==> config.mk <==
export PLATFORM = sky130hd
export DESIGN_NAME = mmio_uart_tx
export DESIGN_NICKNAME = d
export VERILOG_FILES = /design/src/rtl/uart_tx_pkg.sv /design/src/rtl/mmio_uart_tx_sync_fifo.sv /design/src/rtl/mmio_uart_tx.sv
export SDC_FILE = /design/constraint.sdc
export NUM_CORES = 1
export LEC_CHECK = 0
export CELL_PAD_IN_SITES_DETAIL_PLACEMENT = 0
export CELL_PAD_IN_SITES_GLOBAL_PLACEMENT = 1
export CORE_AREA = 2 2 126 128
export CTS_BUF_LIST = sky130_fd_sc_hd__clkbuf_8 sky130_fd_sc_hd__clkbuf_16
export CTS_CLUSTER_SIZE = 30
export DETAILED_ROUTE_END_ITERATION = 16
export DIE_AREA = 0 0 128 130
export PLACE_DENSITY_LB_ADDON = 0.1
export SLEW_MARGIN = 15
export SYNTH_ARGS = -nofsm -noshare
export SYNTH_HDL_FRONTEND = slang
export SYNTH_SLANG_ARGS = --single-unit
==> constraint.sdc <==
create_clock -name clk_i -period 6.6 [get_ports clk_i]
set_input_delay 1.32 -clock clk_i [delete_from_list [all_inputs] [get_ports clk_i]]
set_output_delay 1.32 -clock clk_i [all_outputs]
set_load 0.005 [all_outputs]
==> src/rtl/uart_tx_pkg.sv <==
// Shared types and constants for the memory-mapped UART transmitter.
package uart_tx_pkg;

    typedef enum logic [1:0] {
        IDLE  = 2'd0,
        START = 2'd1,
        DATA  = 2'd2,
        STOP  = 2'd3
    } tx_state_e;

    // Register offsets inside the 16-byte window (low two address bits ignored)
    localparam logic [3:0] OFF_TXDATA = 4'h0;
    localparam logic [3:0] OFF_STATUS = 4'h4;
    localparam logic [3:0] OFF_DIV    = 4'h8;

    // STATUS register bit positions
    localparam int unsigned STAT_FULL_BIT  = 32'd0;
    localparam int unsigned STAT_EMPTY_BIT = 32'd1;
    localparam int unsigned STAT_BUSY_BIT  = 32'd2;
    localparam int unsigned STAT_OVF_BIT   = 32'd3;
    localparam int unsigned STAT_COUNT_LSB = 32'd8;

    // A zero divisor would never finish a bit, so it is treated as one clock per bit
    function automatic logic [15:0] eff_div_f(input logic [15:0] div);
        logic [15:0] res;
        if (div == 16'd0) begin
            res = 16'd1;
        end else begin
            res = div;
        end
        return res;
    endfunction

endpackage

==> src/rtl/mmio_uart_tx_sync_fifo.sv <==
// Synchronous first-word-fall-through FIFO; a push into a full FIFO is
// accepted when a pop happens on the same edge.
module sync_fifo #(
    parameter int WIDTH = 8,
    parameter int DEPTH = 8
) (
    input  logic                       clk_i,
    input  logic                       rst_i,
    input  logic                       push_i,
    input  logic                       pop_i,
    input  logic [WIDTH-1:0]           data_i,
    output logic [WIDTH-1:0]           data_o,
    output logic                       full_o,
    output logic                       empty_o,
    output logic [$clog2(DEPTH):0]     count_o
);

    localparam int AW = $clog2(DEPTH);
    localparam int CW = AW + 1;

    logic [WIDTH-1:0] mem_r [DEPTH];
    logic [AW-1:0]    wr_ptr_r;
    logic [AW-1:0]    rd_ptr_r;
    logic [CW-1:0]    count_r;
    logic             push_ok_s;
    logic             pop_ok_s;

    assign full_o    = (count_r == CW'(DEPTH));
    assign empty_o   = (count_r == {CW{1'b0}});
    assign count_o   = count_r;
    assign data_o    = mem_r[rd_ptr_r];
    assign pop_ok_s  = pop_i && !empty_o;
    assign push_ok_s = push_i && (!full_o || pop_ok_s);

    // Storage array write; contents need no reset because pointers gate visibility
    always_ff @(posedge clk_i) begin
        if (push_ok_s) begin
            mem_r[wr_ptr_r] <= data_i;
        end else begin
            mem_r[wr_ptr_r] <= mem_r[wr_ptr_r];
        end
    end

    // Pointer and occupancy bookkeeping; pointers wrap naturally at DEPTH
    always_ff @(posedge clk_i) begin
        if (!rst_i) begin
            wr_ptr_r <= {AW{1'b0}};
            rd_ptr_r <= {AW{1'b0}};
            count_r  <= {CW{1'b0}};
        end else begin
            if (push_ok_s) begin
                wr_ptr_r <= wr_ptr_r + AW'(1);
            end
            if (pop_ok_s) begin
                rd_ptr_r <= rd_ptr_r + AW'(1);
            end
            case ({push_ok_s, pop_ok_s})
                2'b10:   count_r <= count_r + CW'(1);
                2'b01:   count_r <= count_r - CW'(1);
                default: count_r <= count_r;
            endcase
        end
    end

endmodule

==> src/rtl/mmio_uart_tx.sv <==
// Memory-mapped UART transmitter: store bytes into a FIFO, shift them out 8N1.
module mmio_uart_tx
    import uart_tx_pkg::*;
#(
    parameter logic [31:0] BASE_ADDR  = 32'h0000_0400,
    parameter int          FIFO_DEPTH = 8,
    parameter logic [15:0] DIV_RESET  = 16'd434
) (
    input  logic        clk_i,
    input  logic        rst_i,
    input  logic        write_ena_i,
    input  logic [31:0] a_i,
    input  logic [31:0] write_data_i,
    output logic [31:0] read_data_o,
    output logic        sel_o,
    output logic        tx_o
);

    localparam int CW = $clog2(FIFO_DEPTH) + 1;

    tx_state_e     state_r;
    logic          tx_r;
    logic [7:0]    shift_r;
    logic [15:0]   baud_cnt_r;
    logic [2:0]    bit_idx_r;
    logic [15:0]   eff_div_r;
    logic [15:0]   div_r;
    logic          ovf_r;

    logic [3:0]    off_s;
    logic          wr_s;
    logic          push_s;
    logic          pop_s;
    logic          baud_end_s;
    logic          ovf_set_s;
    logic          ovf_clr_s;
    logic [7:0]    fifo_data_s;
    logic          full_s;
    logic          empty_s;
    logic [CW-1:0] count_s;
    logic [31:0]   rdata_s;
    logic          unused_s;

    assign sel_o      = (a_i[31:4] == BASE_ADDR[31:4]);
    assign off_s      = {a_i[3:2], 2'b00};
    assign wr_s       = write_ena_i && sel_o;
    assign push_s     = wr_s && (off_s == OFF_TXDATA);
    assign baud_end_s = (baud_cnt_r == (eff_div_r - 16'd1));
    assign ovf_set_s  = push_s && full_s && !pop_s;
    assign ovf_clr_s  = wr_s && (off_s == OFF_STATUS) && write_data_i[STAT_OVF_BIT];
    assign tx_o       = tx_r;
    assign read_data_o = rdata_s;
    assign unused_s   = ^{a_i[1:0], write_data_i[31:16]};

    sync_fifo #(
        .WIDTH (8),
        .DEPTH (FIFO_DEPTH)
    ) u_fifo (
        .clk_i   (clk_i),
        .rst_i   (rst_i),
        .push_i  (push_s),
        .pop_i   (pop_s),
        .data_i  (write_data_i[7:0]),
        .data_o  (fifo_data_s),
        .full_o  (full_s),
        .empty_o (empty_s),
        .count_o (count_s)
    );

    // Pop the FIFO head whenever the serialiser is ready to start a new frame
    always_comb begin
        pop_s = 1'b0;
        case (state_r)
            IDLE:    pop_s = !empty_s;
            STOP:    pop_s = baud_end_s && !empty_s;
            default: pop_s = 1'b0;
        endcase
    end

    // Combinational register read-back from current (pre-edge) state
    always_comb begin
        rdata_s = 32'd0;
        if (sel_o) begin
            case (off_s)
                OFF_STATUS: begin
                    rdata_s[STAT_FULL_BIT]            = full_s;
                    rdata_s[STAT_EMPTY_BIT]           = empty_s;
                    rdata_s[STAT_BUSY_BIT]            = (state_r != IDLE);
                    rdata_s[STAT_OVF_BIT]             = ovf_r;
                    rdata_s[STAT_COUNT_LSB +: CW]     = count_s;
                end
                OFF_DIV:  rdata_s = {16'd0, div_r};
                default:  rdata_s = 32'd0;
            endcase
        end else begin
            rdata_s = 32'd0;
        end
    end

    // Divisor register; a change only affects frames that start afterwards
    always_ff @(posedge clk_i) begin
        if (!rst_i) begin
            div_r <= DIV_RESET;
        end else if (wr_s && (off_s == OFF_DIV)) begin
            div_r <= write_data_i[15:0];
        end else begin
            div_r <= div_r;
        end
    end

    // Sticky overflow flag; a set on the same edge as a clear wins
    always_ff @(posedge clk_i) begin
        if (!rst_i) begin
            ovf_r <= 1'b0;
        end else if (ovf_set_s) begin
            ovf_r <= 1'b1;
        end else if (ovf_clr_s) begin
            ovf_r <= 1'b0;
        end else begin
            ovf_r <= ovf_r;
        end
    end

    // Frame serialiser: start bit, eight data bits LSB first, stop bit
    always_ff @(posedge clk_i) begin
        if (!rst_i) begin
            state_r    <= IDLE;
            tx_r       <= 1'b1;
            shift_r    <= 8'd0;
            baud_cnt_r <= 16'd0;
            bit_idx_r  <= 3'd0;
            eff_div_r  <= 16'd1;
        end else begin
            case (state_r)
                IDLE: begin
                    baud_cnt_r <= 16'd0;
                    bit_idx_r  <= 3'd0;
                    if (!empty_s) begin
                        shift_r   <= fifo_data_s;
                        eff_div_r <= eff_div_f(div_r);
                        state_r   <= START;
                        tx_r      <= 1'b0;
                    end else begin
                        tx_r <= 1'b1;
                    end
                end
                START: begin
                    if (baud_end_s) begin
                        baud_cnt_r <= 16'd0;
                        bit_idx_r  <= 3'd0;
                        tx_r       <= shift_r[0];
                        state_r    <= DATA;
                    end else begin
                        baud_cnt_r <= baud_cnt_r + 16'd1;
                    end
                end
                DATA: begin
                    if (baud_end_s) begin
                        baud_cnt_r <= 16'd0;
                        if (bit_idx_r == 3'd7) begin
                            tx_r    <= 1'b1;
                            state_r <= STOP;
                        end else begin
                            shift_r   <= {1'b0, shift_r[7:1]};
                            tx_r      <= shift_r[1];
                            bit_idx_r <= bit_idx_r + 3'd1;
                        end
                    end else begin
                        baud_cnt_r <= baud_cnt_r + 16'd1;
                    end
                end
                STOP: begin
                    if (baud_end_s) begin
                        baud_cnt_r <= 16'd0;
                        bit_idx_r  <= 3'd0;
                        if (!empty_s) begin
                            shift_r   <= fifo_data_s;
                            eff_div_r <= eff_div_f(div_r);
                            tx_r      <= 1'b0;
                            state_r   <= START;
                        end else begin
                            tx_r    <= 1'b1;
                            state_r <= IDLE;
                        end
                    end else begin
                        baud_cnt_r <= baud_cnt_r + 16'd1;
                    end
                end
                default: begin
                    state_r    <= IDLE;
                    tx_r       <= 1'b1;
                    baud_cnt_r <= 16'd0;
                end
            endcase
        end
    end

endmodule

==> results_tabular.tex, run 1 <==
\begin{tabular}{lr}
\hline
Metric & Value \\
\hline
\multicolumn{2}{l}{\textbf{Run status}} \\
\quad Status & complete, no violations \\
\multicolumn{2}{l}{\textbf{Timing}} \\
\quad Final Skew & 12.0 ps \\
\quad Slew of the pin with the lowest slew margin & 967 ps \\
\quad Number of endpoints with negative hold slack in the final report & 0 \\
\quad Normalized max-slew margin & 0.355 \\
\quad Final Max Tran Viols & 0 \\
\quad FMAX & 0.185 GHz \\
\quad Final critical path time including I/O delays and setup & 5410 ps \\
\quad Final-report setup violation count & 0 \\
\quad Final period utilization & 0.820 \\
\quad Worst hold slack across all endpoints & 463 ps \\
\quad RSZ-0062 raised after global routing & no \\
\quad Setup total negative slack & 0 ps \\
\multicolumn{2}{l}{\textbf{Floorplanning}} \\
\quad Die Ht & 130 um \\
\quad I/O pin total & 101 \\
\quad Die extent in x & 128 um \\
\quad Placeable core region & 15400 sq um \\
\quad Area enclosed by the die boundary & 16600 sq um \\
\quad Starting density of the core & 0.449 \\
\quad Std cell rows & 46 \\
\multicolumn{2}{l}{\textbf{Synthesis}} \\
\quad Most used standard cells in the synthesized netlist & sky130\_fd\_sc\_hd\_\_nand2\_1 (78), sky130\_fd\_sc\_hd\_\_dfxtp\_1 (76), sky130\_fd\_sc\_hd\_\_edfxtp\_1 (64), sky130\_fd\_sc\_hd\_\_nor2\_1 (42), sky130\_fd\_sc\_hd\_\_mux2i\_1 (39) \\
\quad Syn Inst Count & 641 \\
\quad Number of synthesized flops with an enable pin & 64 \\
\quad Area share of the largest cell type after synthesis & 0.277 \\
\quad Number of flip-flops and latches in the synthesized netlist & 140 \\
\quad Asr flop ratio synth & 0 \\
\quad Dominant synthesized flop cell & sky130\_fd\_sc\_hd\_\_dfxtp\_1 \\
\quad Biggest area contributors in the synthesized netlist & sky130\_fd\_sc\_hd\_\_edfxtp\_1 (28\%), sky130\_fd\_sc\_hd\_\_dfxtp\_1 (22\%), sky130\_fd\_sc\_hd\_\_mux2i\_1 (5.6\%), sky130\_fd\_sc\_hd\_\_mux4\_2 (5.2\%), sky130\_fd\_sc\_hd\_\_nand2\_1 (4.2\%) \\
\quad Top-count cell post-synth & sky130\_fd\_sc\_hd\_\_nand2\_1 \\
\quad Share of synthesized area occupied by flip-flops and latches & 0.497 \\
\quad Post-Synthesis Mean Instance Area & 10.8 sq um \\
\quad Total standard cell area after synthesis & 6930 sq um \\
\quad Cell taking the most area after synthesis & sky130\_fd\_sc\_hd\_\_edfxtp\_1 \\
\quad Yosys warnings & 0 \\
\quad Netlist cell types & 65 \\
\multicolumn{2}{l}{\textbf{Pwr}} \\
\quad Worst IR Drop VDD & 0.177 mV \\
\quad Cell Pwr Density & 224 nW/um\^{}2 \\
\quad Leakage power figure & 0.00288 uW \\
\multicolumn{2}{l}{\textbf{Critical path}} \\
\quad Worst setup path startpoint & a\_i[13] \\
\quad Worst setup EP type & output pin \\
\quad Worst Reg2Reg Path Length in Cells & 10 \\
\quad Arrival time worst endpoint & 4090 ps \\
\quad Worst flop-to-flop path startpoint & eff\_div\_r[0] \\
\quad Startpoint kind of the worst setup timing path & input pin \\
\quad Setup slack on the worst flop-to-flop path & 2530 ps \\
\quad Data required time at the worst endpoint & 5280 ps \\
\quad Largest driver fanout on the critical path & 14 \\
\quad Reg2Reg Capture Point & u\_fifo.mem\_r[6][6] \\
\quad Setup Crit Path Kind & in2out \\
\multicolumn{2}{l}{\textbf{Flow run}} \\
\quad Number of maximum-capacitance violations & 0 \\
\multicolumn{2}{l}{\textbf{Route}} \\
\quad Via density per instance & 5.38 \\
\quad Count of vias placed by the detailed router & 4867 \\
\quad Remaining design rule violation count & 0 \\
\quad Number of nets with antenna violations after routing & 0 \\
\quad First DRT Iteration DRCs & 292 \\
\quad Length of the first detailed-routing pass in iterations & 5 \\
\quad Final Routed Wirelength & 15800 um \\
\quad Routed length per instance & 17.4 um \\
\multicolumn{2}{l}{\textbf{Clocking}} \\
\quad Clock tree from TritonCTS & done \\
\quad Number of gates given a new drive strength after cts & 0 \\
\quad Maximum clock path buffer count & 2 \\
\quad Clock transition time at the flip-flop clock pins of the worst setup and hold paths & 60 ps \\
\quad Clock buffer count from CTS & 17 \\
\quad Clk\_lat worst skew & 430 ps \\
\quad Hold Buf Count CTS & 0 \\
\quad Setup fix buffers added after clock tree synthesis & 0 \\
\quad Root Buffer Master & sky130\_fd\_sc\_hd\_\_clkbuf\_16 \\
\quad Count of H-tree levels built during CTS & 4 \\
\quad Total number of clock tree sinks & 140 \\
\multicolumn{2}{l}{\textbf{Global routing}} \\
\quad Global Route met1 Usage & 0.249 \\
\quad Total track usage & 0.201 \\
\quad Wire length of the first global-routing pass & 25400 um \\
\quad Met3 track utilization from global routing & 0.0353 \\
\quad Antenna violations before repair & 0 \\
\quad Busiest grt layer & met2 \\
\quad Overall overflow remaining after global route & 0 \\
\quad Met2 usage in global routing & 0.357 \\
\quad Via count of the first global-routing pass & 4764 \\
\quad Pin count of the biggest net entering global routing & 79 \\
\multicolumn{2}{l}{\textbf{Placement}} \\
\quad Half-perimeter wire length after placement & 11400 um \\
\quad Count of input and output buffers & 66 \\
\quad Last weighted congestion value of the routability-driven placer & 0.832 \\
\multicolumn{2}{l}{\textbf{Worst hold path}} \\
\quad Cell count of the worst hold path & 2 \\
\quad Tightest Hold Check Type & reg2reg \\
\quad Endpoint of the worst hold-timing path & shift\_r[5] \\
\quad Worst min-delay path startpoint & shift\_r[5] \\
\multicolumn{2}{l}{\textbf{Layout}} \\
\quad Ant diodes & 0 \\
\quad P\&R area growth vs syn & 18.6\% \\
\quad Fraction of final layout cells with drive strength greater than 1 & 0.0996 \\
\quad Number of nets in the layout & 782 \\
\hline
\end{tabular}
[sequential cells by signal, indices dropped and copies added (netlist names), named ones only]
register,cells
ovf_r,1
u_fifo.wr_ptr_r,3
bit_idx_r,3
u_fifo.count_o,4
div_r,16
u_fifo.rd_ptr_r,3
eff_div_r,16
tx_o,1
u_fifo.mem_r,64
state_r,2
shift_r,8
baud_cnt_r,16
[cell families (layout without fill, tap and decap cells)]
logic type	count (synthesis)	count (layout)	synth area share
flip-flops	140	140	0.497
XOR/XNOR	38	38	0.0480
adder cells (fa/ha/maj)	15	15	0.0271
AND/OR/NAND/NOR	254	254	0.189
other	1	16	0.000541
buffers and inverters	61	118	0.0464
AO/OA/AOI/OAI	77	77	0.0836
multiplexers	55	55	0.108
[layer usage]
layer,part of all wire,vias to the layer above,wire length [um]
li1,-,2407,-
met1,0.43,2362,6840
met2,0.53,83,8300
met3,0.028,15,436
met4,0.011,0,178
met5,0,-,0
[layout by cell type (no fill, tap or decap), drive strengths merged, types with 4 or more instances in the layout]
cell type and n:
edfxtp 64, mux4 16, nor2b 21, dfxtp 76
mux2i 39, a21boi 11, o21ai 15, a22oi 7
buf 8, nor4 16, nand4 5, nor4b 5
xnor2 20, nand3 23, and3 16, nand2b 9
ha 15, conb 16, nor3 14, clkbuf 17
inv 22, a31oi 4, nor2 43, nand2 78
clkdlybuf4s50 65, a21oi 10, xor2 18, and2 7
[final cells by class]
cell class	instances	area, sq um
well taps	192	240
repair buffers	73	708
inverters	13	48.8
clock inverters	15	124
flip-flops and latches	140	3440
fillers	1374	7200
multi-input cells	455	3230
clock buffers	17	425
[worst max path at each step]
stage	to	slack, ps	cells after the start
final	read_data_o[10]	1190	7
after global placement	read_data_o[1]	1280	7
after global routing	read_data_o[10]	1040	7
after floorplan	u_fifo.mem_r[2][0]	2510	6
after CTS	read_data_o[10]	1190	7
after detailed placement	read_data_o[10]	1210	7
[metrics by stage]
step / util / cell area [sq um] / worst slack [ps] / power (uW) / instances
finish: 0.533 / 8220 / 1190 / 1840 / 905
global route: 0.533 / 8220 / 1040 / 1910 / 905
CTS: 0.533 / 8220 / 1190 / 1860 / 905
detailed placement: 0.497 / 7670 / 1210 / 978 / 873
global placement: 0.497 / 7670 / 1280 / 977 / 873
floorplan: - / 6990 / 2510 / 947 / 656
[power by group]
group | total, uW | internal [uW] | switching [uW]
combinational | 53.7 | 30.1 | 23.7
sequential | 906 | 906 | 0.0120
clock | 884 | 491 | 393
total | 1840 | 1430 | 417
[worst max-delay path, stage by stage]
cell and delay (ps):
sky130_fd_sc_hd__clkdlybuf4s50_1 400, sky130_fd_sc_hd__nor4b_1 350, sky130_fd_sc_hd__nand4_1 210, sky130_fd_sc_hd__nor2_1 730, sky130_fd_sc_hd__nand2_1 360, sky130_fd_sc_hd__nor2_1 200
sky130_fd_sc_hd__clkdlybuf4s50_1 520
Note: power is estimated with default switching activity, not from simulation.
==> run 2: changes to the inputs <==
CORE_AREA = 2 2 137 139   (was 2 2 126 128)
DIE_AREA = 0 0 139 141   (was 0 0 128 130)
clock period = 4.9 ns   (was 6.6 ns; I/O delays follow)
==> run 2 against run 1 <==
  * First-iteration DRC count fell by 18%
  * Flip-flop and latch count did not move
  * Sequential share of layout area fell by 0.70 points
  * Critical path type unchanged
  * Highest routed layer unchanged
==> results_tabular.tex, run 2 (synthesis gave the netlist of run 1 again) <==
\begin{tabular}{lr}
\hline
Metric & Value \\
\hline
\multicolumn{2}{l}{\textbf{Route}} \\
\quad Length of the first detailed-routing pass in iterations & 5 \\
\quad DR top layer & met4 \\
\quad Number of nets with antenna violations after routing & 0 \\
\quad Routed length per instance & 17.8 um \\
\quad Routed met1 length & 7950 um \\
\quad Via density per instance & 5.23 \\
\quad Remaining design rule violation count & 0 \\
\quad Final Routed Wirelength & 17000 um \\
\quad Routed length on met3 & 559 um \\
\quad Count of vias placed by the detailed router & 4985 \\
\quad First DRT Iteration DRCs & 238 \\
\quad Met2 WL & 8170 um \\
\multicolumn{2}{l}{\textbf{Placement}} \\
\quad Place WS & 780 ps \\
\quad Half-perimeter wire length after placement & 12100 um \\
\quad Last weighted congestion value of the routability-driven placer & 0.832 \\
\quad Count of input and output buffers & 66 \\
\multicolumn{2}{l}{\textbf{Timing}} \\
\quad FMAX & 0.241 GHz \\
\quad Final Skew & 20.2 ps \\
\quad Final period utilization & 0.846 \\
\quad Final critical path time including I/O delays and setup & 4150 ps \\
\quad Final worst-path setup slack & 753 ps \\
\quad Number of endpoints with negative hold slack in the final report & 0 \\
\quad Final-report setup violation count & 0 \\
\quad Normalized max-slew margin & 0.368 \\
\quad Setup total negative slack & 0 ps \\
\quad Slew of the pin with the lowest slew margin & 949 ps \\
\quad Final Max Tran Viols & 0 \\
\quad RSZ-0062 raised after global routing & no \\
\multicolumn{2}{l}{\textbf{Global routing}} \\
\quad Wire length of the first global-routing pass & 26800 um \\
\quad Via count of the first global-routing pass & 4846 \\
\quad Overall overflow remaining after global route & 0 \\
\quad Pin count of the biggest net entering global routing & 54 \\
\quad Total track usage & 0.177 \\
\quad Antenna violations before repair & 0 \\
\multicolumn{2}{l}{\textbf{Critical path}} \\
\quad Worst setup EP type & output pin \\
\quad Arrival time worst endpoint & 3170 ps \\
\quad Startpoint kind of the worst setup timing path & input pin \\
\quad Data required time at the worst endpoint & 3920 ps \\
\quad Setup Crit Path Kind & in2out \\
\quad Largest driver fanout on the critical path & 13 \\
\quad Setup slack on the worst flop-to-flop path & 1060 ps \\
\multicolumn{2}{l}{\textbf{Layout}} \\
\quad Commonest cells after routing, fill and taps aside & sky130\_fd\_sc\_hd\_\_nand2\_1 (78), sky130\_fd\_sc\_hd\_\_dfxtp\_1 (76), sky130\_fd\_sc\_hd\_\_clkdlybuf4s50\_1 (65), sky130\_fd\_sc\_hd\_\_edfxtp\_1 (64), sky130\_fd\_sc\_hd\_\_nor2\_1 (42) \\
\quad Ant diodes & 0 \\
\quad Most flops, register & u\_fifo.mem\_r \\
\quad Number of nets in the layout & 788 \\
\quad P\&R area growth vs syn & 20.6\% \\
\quad Leading cell type in the layout, fill and taps excluded & sky130\_fd\_sc\_hd\_\_nand2\_1 \\
\quad Flip-flop count of the largest register, all copies and words added & 64 \\
\quad FILL cells & 1680 \\
\quad Fraction of final layout cells with drive strength greater than 1 & 0.104 \\
\multicolumn{2}{l}{\textbf{Pwr}} \\
\quad Leakage power figure & 0.00294 uW \\
\quad Cell Pwr Density & 310 nW/um\^{}2 \\
\quad Worst IR Drop VDD & 0.251 mV \\
\multicolumn{2}{l}{\textbf{Clocking}} \\
\quad Clk\_lat worst skew & 430 ps \\
\quad Number of gates given a new drive strength after cts & 0 \\
\quad Maximum clock path buffer count & 2 \\
\quad Clock transition time at the flip-flop clock pins of the worst setup and hold paths & 60 ps \\
\quad Clock buffer count from CTS & 17 \\
\quad Count of H-tree levels built during CTS & 4 \\
\quad Clock tree from TritonCTS & done \\
\quad Total number of clock tree sinks & 140 \\
\quad Root Buffer Master & sky130\_fd\_sc\_hd\_\_clkbuf\_16 \\
\quad Setup fix buffers added after clock tree synthesis & 0 \\
\quad Hold Buf Count CTS & 0 \\
\multicolumn{2}{l}{\textbf{Floorplanning}} \\
\quad Starting density of the core & 0.379 \\
\quad Std cell rows & 50 \\
\quad I/O pin total & 101 \\
\quad Die extent in x & 139 um \\
\quad Area enclosed by the die boundary & 19600 sq um \\
\quad Placeable core region & 18300 sq um \\
\quad Die Ht & 141 um \\
\multicolumn{2}{l}{\textbf{Worst hold path}} \\
\quad Tightest Hold Check Type & reg2reg \\
\multicolumn{2}{l}{\textbf{Run status}} \\
\quad Status & complete, no violations \\
\multicolumn{2}{l}{\textbf{Flow run}} \\
\quad Number of maximum-capacitance violations & 0 \\
\hline
\end{tabular}
==> run 2: cell types whose count changed in the layout (fill, tap and decap cells not counted), sizes merged <==
cell and change:
buf +6, bufinv +1, clkinv +1, clkinvlp -1
inv -1
==> run 2: final timing paths <==
check	start	endpoint	cells after the start
min	shift_r[6]	shift_r[6]	2
max	a_i[7]	read_data_o[8]	8
max reg2reg	eff_div_r[0]	u_fifo.count_o[2]	14
min reg2reg	shift_r[6]	shift_r[6]	2
==> run 2: final cells by class <==
| type | count | area [sq um] | share of cell area |
|---|---|---|---|
| Tap cell | 234 | 293 | 0.0350 |
| Multi-Input combinational cell | 455 | 3220 | 0.385 |
| Inverter | 13 | 48.8 | 0.00584 |
| Timing Repair Buffer | 79 | 753 | 0.0901 |
| Sequential cell | 140 | 3440 | 0.412 |
| Clock inverter | 15 | 175 | 0.0210 |
| Clock buffer | 17 | 425 | 0.0509 |
==> run 2: metrics by stage <==
| stage | power, uW | instance area, sq um | hold slack (ps) | std cells | utilization |
|---|---|---|---|---|---|
| finish | 2590 | 8360 | 463 | 953 | 0.458 |
| global route | 2670 | 8360 | 496 | 953 | 0.458 |
| CTS | 2620 | 8360 | 462 | 953 | 0.458 |
| detailed placement | 1320 | 7760 | 453 | 921 | 0.425 |
| global placement | 1320 | 7760 | 446 | 921 | 0.425 |
| floorplan | 1280 | 6990 | 435 | 656 | - |
==> run 2: critical path: stages <==
cell and delay (ps):
sky130_fd_sc_hd__clkdlybuf4s50_1 400, sky130_fd_sc_hd__nor4_1 340, sky130_fd_sc_hd__nand4_1 200, sky130_fd_sc_hd__nor2_1 180
sky130_fd_sc_hd__buf_4 200, sky130_fd_sc_hd__nand2_1 180, sky130_fd_sc_hd__nor2_1 140, sky130_fd_sc_hd__clkdlybuf4s50_1 540
==> run 2: where the power goes <==
group,switching [uW],total (uW),internal (uW)
sequential,0.0122,1220,1220
combinational,32.5,73.0,40.5
clock,568,1300,728
total,601,2590,1990
==> run 2: per-layer routing <==
metal  GRT usage  up-vias
li1            -     2431
met5           0        -
met1       0.237     2457
met4      0.0654        0
met2       0.284       76
met3      0.0363       21
==> run 3: changes to the inputs <==
CORE_AREA = 2 2 130 132   (was 2 2 137 139)
DIE_AREA = 0 0 132 134   (was 0 0 139 141)
clock period = 4.35 ns   (was 4.9 ns; I/O delays follow)
==> run 3 against run 2 <==
  * Critical path depth decreased by 1
  * Worst hold slack worse by 1.7 ps
  * Clock power is 16% higher
  * Total power rose by 15%
  * Core utilization up 5.7 points
  * Cell count fell by 1.2%
  * Highest routed layer unchanged
  * Routed wire length is 3.5% lower
  * Sequential power rose by 12%
==> results_tabular.tex, run 3 (synthesis gave the netlist of run 1 again) <==
\begin{tabular}{lr}
\hline
Metric & Value \\
\hline
\multicolumn{2}{l}{\textbf{Clocking}} \\
\quad Setup fix buffers added after clock tree synthesis & 0 \\
\quad Clock tree from TritonCTS & done \\
\quad Total number of clock tree sinks & 140 \\
\quad Maximum clock path buffer count & 2 \\
\quad Hold Buf Count CTS & 0 \\
\quad Root Buffer Master & sky130\_fd\_sc\_hd\_\_clkbuf\_16 \\
\quad Clk\_lat worst skew & 430 ps \\
\quad Clock transition time at the flip-flop clock pins of the worst setup and hold paths & 70 ps \\
\quad Count of H-tree levels built during CTS & 4 \\
\quad Clock buffer count from CTS & 17 \\
\quad Number of gates given a new drive strength after cts & 0 \\
\multicolumn{2}{l}{\textbf{Critical path}} \\
\quad Worst flop-to-flop path startpoint & eff\_div\_r[0] \\
\quad Worst setup path startpoint & a\_i[13] \\
\quad Arrival time worst endpoint & 3050 ps \\
\quad Reg2Reg Capture Point & u\_fifo.mem\_r[2][6] \\
\quad Largest driver fanout on the critical path & 8 \\
\quad Setup slack on the worst flop-to-flop path & 690 ps \\
\quad Endpoint of the worst setup timing path & read\_data\_o[0] \\
\quad Setup Crit Path Kind & in2out \\
\quad Startpoint kind of the worst setup timing path & input pin \\
\quad Data required time at the worst endpoint & 3480 ps \\
\quad Worst Reg2Reg Path Length in Cells & 10 \\
\quad Worst setup EP type & output pin \\
\multicolumn{2}{l}{\textbf{Route}} \\
\quad Length of the first detailed-routing pass in iterations & 4 \\
\quad Number of nets with antenna violations after routing & 0 \\
\quad First DRT Iteration DRCs & 234 \\
\quad Count of vias placed by the detailed router & 4905 \\
\quad Remaining design rule violation count & 0 \\
\quad Final Routed Wirelength & 16400 um \\
\quad Routed length per instance & 17.4 um \\
\quad Via density per instance & 5.21 \\
\multicolumn{2}{l}{\textbf{Floorplanning}} \\
\quad Area enclosed by the die boundary & 17700 sq um \\
\quad Std cell rows & 47 \\
\quad I/O pin total & 101 \\
\quad Starting density of the core & 0.425 \\
\quad Die extent in x & 132 um \\
\quad Die Ht & 134 um \\
\quad Placeable core region & 16300 sq um \\
\multicolumn{2}{l}{\textbf{Global routing}} \\
\quad Total track usage & 0.194 \\
\quad Wire length of the first global-routing pass & 26400 um \\
\quad Pin count of the biggest net entering global routing & 45 \\
\quad Overall overflow remaining after global route & 0 \\
\quad Via count of the first global-routing pass & 4942 \\
\quad Antenna violations before repair & 0 \\
\multicolumn{2}{l}{\textbf{Pwr}} \\
\quad Leakage power figure & 0.00297 uW \\
\quad Overall Power & 2970 uW \\
\quad Worst IR Drop VDD & 0.399 mV \\
\quad Cell Pwr Density & 354 nW/um\^{}2 \\
\multicolumn{2}{l}{\textbf{Layout}} \\
\quad Flip-flop count of the largest register, all copies and words added & 64 \\
\quad Ant diodes & 0 \\
\quad P\&R area growth vs syn & 21.0\% \\
\quad Number of nets in the layout & 791 \\
\quad Fraction of final layout cells with drive strength greater than 1 & 0.108 \\
\quad Commonest cells after routing, fill and taps aside & sky130\_fd\_sc\_hd\_\_nand2\_1 (78), sky130\_fd\_sc\_hd\_\_dfxtp\_1 (76), sky130\_fd\_sc\_hd\_\_clkdlybuf4s50\_1 (65), sky130\_fd\_sc\_hd\_\_edfxtp\_1 (64), sky130\_fd\_sc\_hd\_\_nor2\_1 (42) \\
\quad Most flops, register & u\_fifo.mem\_r \\
\quad Leading cell type in the layout, fill and taps excluded & sky130\_fd\_sc\_hd\_\_nand2\_1 \\
\quad Cell area after layout & 8390 sq um \\
\quad FILL cells & 1463 \\
\multicolumn{2}{l}{\textbf{Flow run}} \\
\quad Number of maximum-capacitance violations & 0 \\
\multicolumn{2}{l}{\textbf{Timing}} \\
\quad FMAX & 0.255 GHz \\
\quad Final worst-path setup slack & 426 ps \\
\quad RSZ-0062 raised after global routing & no \\
\quad Final period utilization & 0.902 \\
\quad Final critical path time including I/O delays and setup & 3920 ps \\
\quad Final Skew & 9.03 ps \\
\quad Normalized max-slew margin & 0.495 \\
\quad Slew of the pin with the lowest slew margin & 747 ps \\
\quad Worst hold slack across all endpoints & 462 ps \\
\quad Number of endpoints with negative hold slack in the final report & 0 \\
\quad Setup total negative slack & 0 ps \\
\quad Final Max Tran Viols & 0 \\
\quad Final-report setup violation count & 0 \\
\multicolumn{2}{l}{\textbf{Placement}} \\
\quad Last weighted congestion value of the routability-driven placer & 0.897 \\
\quad Place WS & 448 ps \\
\quad Total placed instance area & 7760 sq um \\
\quad Half-perimeter wire length after placement & 12000 um \\
\quad Count of input and output buffers & 66 \\
\multicolumn{2}{l}{\textbf{Worst hold path}} \\
\quad Cell count of the worst hold path & 2 \\
\quad Tightest Hold Check Type & reg2reg \\
\multicolumn{2}{l}{\textbf{Run status}} \\
\quad Status & complete, no violations \\
\hline
\end{tabular}
==> run 3: changes by cell type in the layout (fill, tap and decap cells not counted) <==
| cell | before | now |
|---|---|---|
| sky130_fd_sc_hd__clkinv_4 | 2 | 1 |
| sky130_fd_sc_hd__clkinvlp_4 | 2 | 0 |
| sky130_fd_sc_hd__buf_4 | 13 | 16 |
| sky130_fd_sc_hd__clkinv_2 | 0 | 1 |
| sky130_fd_sc_hd__bufinv_16 | 1 | 2 |
| sky130_fd_sc_hd__inv_8 | 4 | 5 |
==> run 3: per-layer routing <==
layer  vias to the layer above  track usage  share of wire
li1                       2427            -              -
met3                        14       0.0427          0.026
met4                         0       0.0513          0.011
met2                        63        0.354           0.53
met1                      2401        0.231           0.43
met5                         -            0              0
==> run 3: stage by stage <==
stage,util,instances
global placement,0.477,910
floorplan,-,656
detailed placement,0.477,910
finish,0.515,942
global route,0.515,942
CTS,0.515,942
==> run 3: critical path, stage by stage <==
cell	delay [ps]
sky130_fd_sc_hd__clkdlybuf4s50_1	400
sky130_fd_sc_hd__nor4b_1	330
sky130_fd_sc_hd__nand4_1	190
sky130_fd_sc_hd__nor2_1	310
sky130_fd_sc_hd__nand2_1	240
sky130_fd_sc_hd__nor2_1	200
sky130_fd_sc_hd__clkdlybuf4s50_1	520
==> run 3: worst min path at each step <==
stage | from | slack, ps | to
2_1_floorplan | shift_r[0] | 430 | shift_r[0]
3_3_place_gp | shift_r[3] | 440 | shift_r[3]
3_5_place_dp | shift_r[0] | 450 | shift_r[0]
4_1_cts | shift_r[0] | 460 | shift_r[0]
5_1_grt | shift_r[6] | 470 | shift_r[6]
6_report | shift_r[0] | 460 | shift_r[0]
==> run 3: final cells by class <==
cell class / count / area [sq um] / share of cell area
Tap cell: 220 / 275 / 0.0328
Sequential cell: 140 / 3440 / 0.411
Multi-Input combinational cell: 455 / 3220 / 0.384
Clock buffer: 17 / 425 / 0.0507
Clock inverter: 15 / 198 / 0.0236
Timing Repair Buffer: 82 / 776 / 0.0925
Inverter: 13 / 48.8 / 0.00582
==> run 3: where the power goes <==
part           internal [uW]  switching [uW]  total [uW]
combinational           45.5            36.1        81.6
sequential              1370          0.0132        1370
clock                    879             631        1510
